===== src/rtl/axi_slave_pkg.sv =====
// Shared definitions for the AXI slave core: burst encodings, read AG state
// encoding, response codes and the beat-size clamp.
package axi_slave_pkg;

  localparam logic [1:0] BURST_FIXED = 2'b00;
  localparam logic [1:0] BURST_INCR  = 2'b01;
  localparam logic [1:0] BURST_WRAP  = 2'b10;

  localparam logic [1:0] RESP_OKAY   = 2'b00;

  typedef enum logic [1:0] {
    IDLE    = 2'd0,
    FETCH   = 2'd1,
    PRESENT = 2'd2
  } ag_state_e;

  // Beats wider than the data bus are narrowed to the full bus width.
  function automatic logic [2:0] clamp_size(input logic [2:0] size,
                                            input logic [2:0] max_size);
    return (size > max_size) ? max_size : size;
  endfunction

endpackage


===== src/rtl/axi_burst_addr_calc.sv =====
// Combinational next-beat address for FIXED / INCR / WRAP bursts.
// Illegal WRAP lengths and the reserved burst type fall back to INCR.
module axi_burst_addr_calc
  import axi_slave_pkg::*;
#(
  parameter int ADDR_W = 32
) (
  input  logic [ADDR_W-1:0] addr,
  input  logic [2:0]        size,
  input  logic [7:0]        len,
  input  logic [1:0]        burst,
  input  logic [ADDR_W-1:0] start_addr,
  output logic [ADDR_W-1:0] next_addr
);

  logic [ADDR_W-1:0] bytes;
  logic [ADDR_W-1:0] incr_addr;
  logic [ADDR_W-1:0] wrap_size;
  logic [ADDR_W-1:0] wrap_lo;
  logic              wrap_ok;

  always_comb begin
    bytes     = ADDR_W'(1) << size;
    // Aligning first makes an unaligned start land on the next beat boundary.
    incr_addr = (addr & ~(bytes - ADDR_W'(1))) + bytes;
    wrap_size = (ADDR_W'(len) + ADDR_W'(1)) << size;
    wrap_lo   = start_addr & ~(wrap_size - ADDR_W'(1));
    wrap_ok   = (burst == BURST_WRAP) &&
                ((len == 8'd1) || (len == 8'd3) || (len == 8'd7) || (len == 8'd15));
    next_addr = incr_addr;
    if (burst == BURST_FIXED) begin
      next_addr = addr;
    end else if (wrap_ok && (incr_addr == wrap_lo + wrap_size)) begin
      next_addr = wrap_lo;
    end
  end

endmodule


===== src/rtl/axi_read_addr_gen.sv =====
// AXI slave read address generator: accepts one AR burst, fetches each beat
// from a one-cycle-latency memory and holds it until the R handshake.
module axi_read_addr_gen
  import axi_slave_pkg::*;
#(
  parameter int ADDR_W = 32,
  parameter int DATA_W = 32,
  parameter int ID_W   = 6
) (
  input  logic              clk,
  input  logic              reset,
  input  logic [ID_W-1:0]   ARID,
  input  logic [ADDR_W-1:0] ARADDR,
  input  logic [7:0]        ARLEN,
  input  logic [2:0]        ARSIZE,
  input  logic [1:0]        ARBURST,
  input  logic              ARVALID,
  output logic              ARREADY,
  output logic [ADDR_W-1:0] Mem_Addr,
  output logic              Mem_Rd_En,
  input  logic [DATA_W-1:0] Mem_Rd_Data,
  output logic [ID_W-1:0]   R_ID_OUT,
  output logic              Valid_Data_R,
  output logic [DATA_W-1:0] Read_Data,
  output logic              RLAST,
  input  logic              Read_Ready,
  output ag_state_e         state_dbg
);

  // Handshakes: AR transfers when ARVALID && ARREADY at a rising edge; a beat
  // transfers when Valid_Data_R && Read_Ready. Valid is never withdrawn and
  // the beat (data, ID, last) is held unchanged until it transfers.

  localparam logic [2:0] MAX_SIZE = 3'($clog2(DATA_W/8));

  ag_state_e         state, state_nxt;
  logic [ID_W-1:0]   id_q;
  logic [ADDR_W-1:0] addr_q;
  logic [ADDR_W-1:0] start_q;
  logic [7:0]        len_q;
  logic [2:0]        size_q;
  logic [1:0]        burst_q;
  logic [7:0]        beat_cnt;
  logic [DATA_W-1:0] data_q;
  logic              first_q;
  logic [ADDR_W-1:0] next_addr;

  axi_burst_addr_calc #(.ADDR_W(ADDR_W)) u_addr_calc (
    .addr       (addr_q),
    .size       (size_q),
    .len        (len_q),
    .burst      (burst_q),
    .start_addr (start_q),
    .next_addr  (next_addr)
  );

  always_ff @(posedge clk or posedge reset) begin
    if (reset) state <= IDLE;
    else       state <= state_nxt;
  end

  always_comb begin
    state_nxt = state;
    case (state)
      IDLE:    if (ARVALID) state_nxt = FETCH;
      FETCH:   state_nxt = PRESENT;
      PRESENT: if (Read_Ready) state_nxt = RLAST ? IDLE : FETCH;
      default: state_nxt = IDLE;
    endcase
  end

  always_comb begin
    ARREADY      = 1'b0;
    Mem_Rd_En    = 1'b0;
    Mem_Addr     = '0;
    Valid_Data_R = 1'b0;
    RLAST        = 1'b0;
    Read_Data    = '0;
    case (state)
      IDLE:  ARREADY = !reset;
      FETCH: begin
        Mem_Rd_En = 1'b1;
        Mem_Addr  = addr_q;
      end
      PRESENT: begin
        Valid_Data_R = 1'b1;
        RLAST        = (beat_cnt == len_q);
        // Memory output is only trusted in the cycle right after the fetch.
        Read_Data    = first_q ? Mem_Rd_Data : data_q;
      end
      default: ;
    endcase
  end

  assign R_ID_OUT  = id_q;
  assign state_dbg = state;

  always_ff @(posedge clk or posedge reset) begin
    if (reset) begin
      id_q     <= '0;
      addr_q   <= '0;
      start_q  <= '0;
      len_q    <= '0;
      size_q   <= '0;
      burst_q  <= '0;
      beat_cnt <= '0;
      data_q   <= '0;
      first_q  <= 1'b0;
    end else begin
      first_q <= (state == FETCH);
      if (state == IDLE && ARVALID) begin
        id_q     <= ARID;
        addr_q   <= ARADDR;
        start_q  <= ARADDR;
        len_q    <= ARLEN;
        size_q   <= clamp_size(ARSIZE, MAX_SIZE);
        burst_q  <= ARBURST;
        beat_cnt <= '0;
      end
      if (state == PRESENT && first_q) data_q <= Mem_Rd_Data;
      if (state == PRESENT && Read_Ready && !RLAST) begin
        beat_cnt <= beat_cnt + 8'd1;
        addr_q   <= next_addr;
      end
    end
  end

endmodule


===== config.mk =====
export PLATFORM = sky130hd
export DESIGN_NAME = axi_read_addr_gen
export DESIGN_NICKNAME = d
export VERILOG_FILES = /design/src/rtl/axi_slave_pkg.sv /design/src/rtl/axi_burst_addr_calc.sv /design/src/rtl/axi_read_addr_gen.sv
export SDC_FILE = /design/constraint.sdc
export NUM_CORES = 1
export LEC_CHECK = 0
export BUFFER_PORTS_ARGS = -buffer_cell sky130_fd_sc_hd__clkbuf_2
export CELL_PAD_IN_SITES_DETAIL_PLACEMENT = 0
export CELL_PAD_IN_SITES_GLOBAL_PLACEMENT = 1
export CORE_ASPECT_RATIO = 1.75
export CORE_MARGIN = 1
export CORE_UTILIZATION = 44
export DETAILED_ROUTE_END_ITERATION = 7
export PLACE_DENSITY = 0.87
export SYNTH_ARGS = -nofsm -noshare
export SYNTH_HDL_FRONTEND = slang
export SYNTH_SLANG_ARGS = --single-unit

===== constraint.sdc =====
create_clock -name clk -period 7.28 [get_ports clk]
set_input_delay 0.364 -clock clk [delete_from_list [all_inputs] [get_ports clk]]
set_output_delay 0.364 -clock clk [all_outputs]
set_load 0.01 [all_outputs]

==> metrics.csv <==
stage,metric,value,unit
cells_and_area,area delta synth->final,15.1,%
floorplan,Starting Density,0.451,
critical_path,Critical R2R Launch,len_q[1],
critical_path,Crit path top cell by count,a21o_1,
floorplan,die area,26100,sq um
critical_path,crit start category,flip-flop,
grt,routing usage on met2,0.590,
sta,Clock Skews,0.0133,ns
sta,Slew HR,0.264,
grt,gr busiest metal,met2,
floorplan,IO Count,163,
synthesis,Synth warnings,0,
grt,global-route wire length before repair,64100,microns
drt,DR iter-0 viols,818,
cells_and_area,Non-Filler Instances,1833,
drt,drt via density,6.11,
synthesis,post-synthesis net count,1484,
clocking,later-pin clock latency in the skew report,0.45,ns
placed_design,I/O Buffers,162,
critical_path,Critical Path Source,len_q[1],
floorplan,FP Rows,76,
grt,routing usage on met3,0.0566,
synthesis,sequential share of the synthesized area,0.282,
clocking,CTS Hold Bufs,0,
power_and_ir_drop,Peak VDD IR,0.245,mV
sta,fmax,0.141,GHz
placed_design,Placed Cells,1801,
sta,RSZ-0062 raised after global routing,false,
sta,max-slew violations,0,
sta,TNS Setup,0,ns
synthesis,compound-gate portion of the synthesized area,0.194,
floorplan,Die W,123,microns
drt,WL final,41800,microns
cells_and_area,Final Cell Area,12900,sq um
sta,worst hold slack,0.0778,ns
placed_design,Detail Placement HPWL,32000,microns
grt,GR met1 Demand/Resource,0.323,
cells_and_area,antenna cell count,0,
drt,DR vias,11200,
drt,Routed Antenna Nets,0,
critical_path,WP data required,7.59,ns
power_and_ir_drop,PD cells,523,nW/um^2
synthesis,largest family of logic cells by synthesized area,simple AND/OR/NAND/NOR gates,
power_and_ir_drop,Leak,0.00586,uW
critical_path,CP max FO,29,
worst_hold_path,hold crit path type,in -> async,
power_and_ir_drop,Comb pwr share,0.640,
critical_path,Worst path max stage delay,0.56,ns
synthesis,share of the synthesized area in the top cell type,0.282,
synthesis,post-synthesis xor/xnor area fraction,0.0837,
placed_design,GP Congestion,0.989,
clocking,CTS tree,built,
synthesis,Synth area leader,dfrtp_1,
synthesis,Syn Area/Cell,8.12,sq um
power_and_ir_drop,clock share of power,0.132,
synthesis,mux contribution to synthesized area,0.0875,
critical_path,cell family with most CP delay,simple AND/OR/NAND/NOR gates,
clocking,clock sink count,126,
critical_path,CP Cell Sequence,inv_1 > ha_2 > mux2i_1 > and3_1 > a221o_1 > or4_1 > or3_1 > a21boi_0 > ha_1 > a21o_1 > a21o_1 > a21o_1 > a21oi_1 > o211ai_1 > or2_1 > xor2_1 > or4_1 > nor4_1 > nand4b_1 > nor4_4 > buf_12 > mux2i_1 > a21oi_1,
cells_and_area,"most common cell after layout, fill and taps aside",nand2_1,
grt,initial antenna violation count,1,
synthesis,Syn Inst Count,1377,
run,Max Cap Viol,0,
synthesis,Yosys reg bits,126,
grt,gr ovfl total,0,
floorplan,die height,213,microns
sta,slack of the critical path,0.205,ns
drt,drc violations,0,
sta,final-report hold violation count,0,
clocking,Clock Tree Buf Depth,2,
cells_and_area,fillers,2452,
sta,Worst-Margin Slew,1.10,ns
cells_and_area,most frequent cells in the layout,"223 x nand2_1, 162 x clkbuf_2, 125 x dfrtp_1",
sta,final setup violation count,0,
drt,routed len/inst,22.8,microns
status,run status,finished clean,
power_and_ir_drop,Net Sw Power,3480,uW
sta,Final Critical Period,7.08,ns
clocking,Num CTS Buffers,17,
synthesis,synth top area cells,"dfrtp_1 28%, nand2_1 7.5%, mux2i_1 4.9%",
grt,vias in the first global route,11300,
power_and_ir_drop,part of the power in registers,0.228,
cells_and_area,Nets,1615,
power_and_ir_drop,switching share of power,0.518,
synthesis,Yosys cell types,109,
synthesis,Synth Area in Adders,0.0224,
critical_path,WS Path Type,reg -> reg,
sta,"Period Utilization, post-route",0.972,
critical_path,CP max-delay cell,or4_1,
synthesis,"Primary FF master, synth",dfrtp_1,
placed_design,worst slack at placement,0.299,ns
synthesis,Post-synth EDFFs,0,
synthesis,Synth Cell Area,11200,sq um
floorplan,core area,24800,sq um
clocking,CTS root buf,clkbuf_16,
cells_and_area,share of layout cells above drive strength 1,0.219,
grt,GRT Overall Usage,0.332,
clocking,"Clk pin slew, worst setup/hold paths",0.06,ns
critical_path,element type at the critical path end,flip-flop,
critical_path,Critical path buffers and inverters,2,
synthesis,simple-gate share of the synthesized area,0.278,
critical_path,Worst EP arrival,7.39,ns
drt,DRT Pass-1 Iters,5,
clocking,CTS H-tree lvls,4,
placed_design,placed inst area,12300,sq um
synthesis,async set or reset register ratio after synthesis,1.00,
power_and_ir_drop,internal power,3250,uW
grt,pin count of the biggest net entering global routing,74,
layer usage:
layer	part of all wire	vias up
li1	-	5201
met1	0.35	5374
met2	0.51	408
met3	0.045	207
met4	0.10	2
met5	0.00031	-
cells by family after synthesis:
family | count (synthesis)
multiplexers | 93
buffers and inverters | 125
adder cells (fa/ha/maj) | 20
flip-flops | 126
XOR/XNOR | 99
AND/OR/NAND/NOR | 602
AO/OA/AOI/OAI | 312
cells in the mapped netlist (31+ instances only):
library cell,number
xnor2_1,58
mux2i_1,55
clkbuf_1,58
nor3_1,31
dfrtp_1,126
and2_1,53
o21ai_0,74
nor2_1,88
xor2_1,35
nand2_1,224
a21oi_1,57
mux2_2,35
inv_1,33
power groups by stage:
stage	clock network [uW]	registers, uW	logic, uW
global placement	0	1510	4180
global route	913	1580	4690
CTS	889	1510	4250
detailed placement	0	1520	4220
finish	887	1540	4310
floorplan	0	1240	3180
registers in the layout, indices dropped and copies added (netlist names):
register and flops:
len_q 8, burst_q 2, R_ID_OUT 6, state_dbg 2, size_q 3, start_q 32
first_q 1, addr_q 32, beat_cnt 8, data_q 32
worst register-to-register path, cell delays in order (launching register included):
cell      delay, ns
dfrtp_1        0.47
inv_1          0.12
ha_2           0.42
mux2i_1        0.22
and3_1         0.31
a221o_1        0.36
or4_1          0.57
or3_1          0.37
a21boi_0       0.28
ha_1           0.37
a21o_1         0.20
a21o_1         0.18
a21o_1         0.19
a21oi_1        0.15
o211ai_1       0.13
or2_1          0.29
xor2_1         0.21
or4_1          0.53
nor4_1         0.34
nand4b_1       0.24
nor4_4         0.24
buf_12         0.26
mux2i_1        0.38
a21oi_1        0.13
per-stage QoR:
step,utilization,power (uW)
floorplan,-,4420
global placement,0.494,5690
detailed placement,0.494,5740
CTS,0.518,6640
global route,0.519,7180
finish,0.519,6730
worst paths after layout:
| kind | endpoint | slack (ns) | depth (start not counted) |
|---|---|---|---|
| max | addr_q[8] | 0.20 | 23 |
| min | data_q[10] | 0.08 | 2 |
| max reg2reg | addr_q[8] | 0.20 | 23 |
| min reg2reg | start_q[10] | 0.48 | 2 |
| max in group asynchronous | start_q[18] | 5.82 | 3 |
| min in group clk | state_dbg[1] | 0.11 | 2 |
layout make-up:
cell class | instances | area (sq um) | area share
Sequential cell | 126 | 3150 | 0.245
Tap cell | 312 | 390 | 0.0303
Timing Repair Buffer | 202 | 1120 | 0.0873
Clock buffer | 18 | 439 | 0.0341
Clock inverter | 14 | 156 | 0.0122
Inverter | 35 | 134 | 0.0104
Multi-Input combinational cell | 1126 | 7470 | 0.581
repair_timing:
| item | in CTS | in global routing |
|---|---|---|
| buffers inserted | 0 | 0 |
| resized for setup | 0 | 5 |
| setup endpoints to repair | 0 | 32 |
No activity file was read; power rests on OpenSTA's default activity.
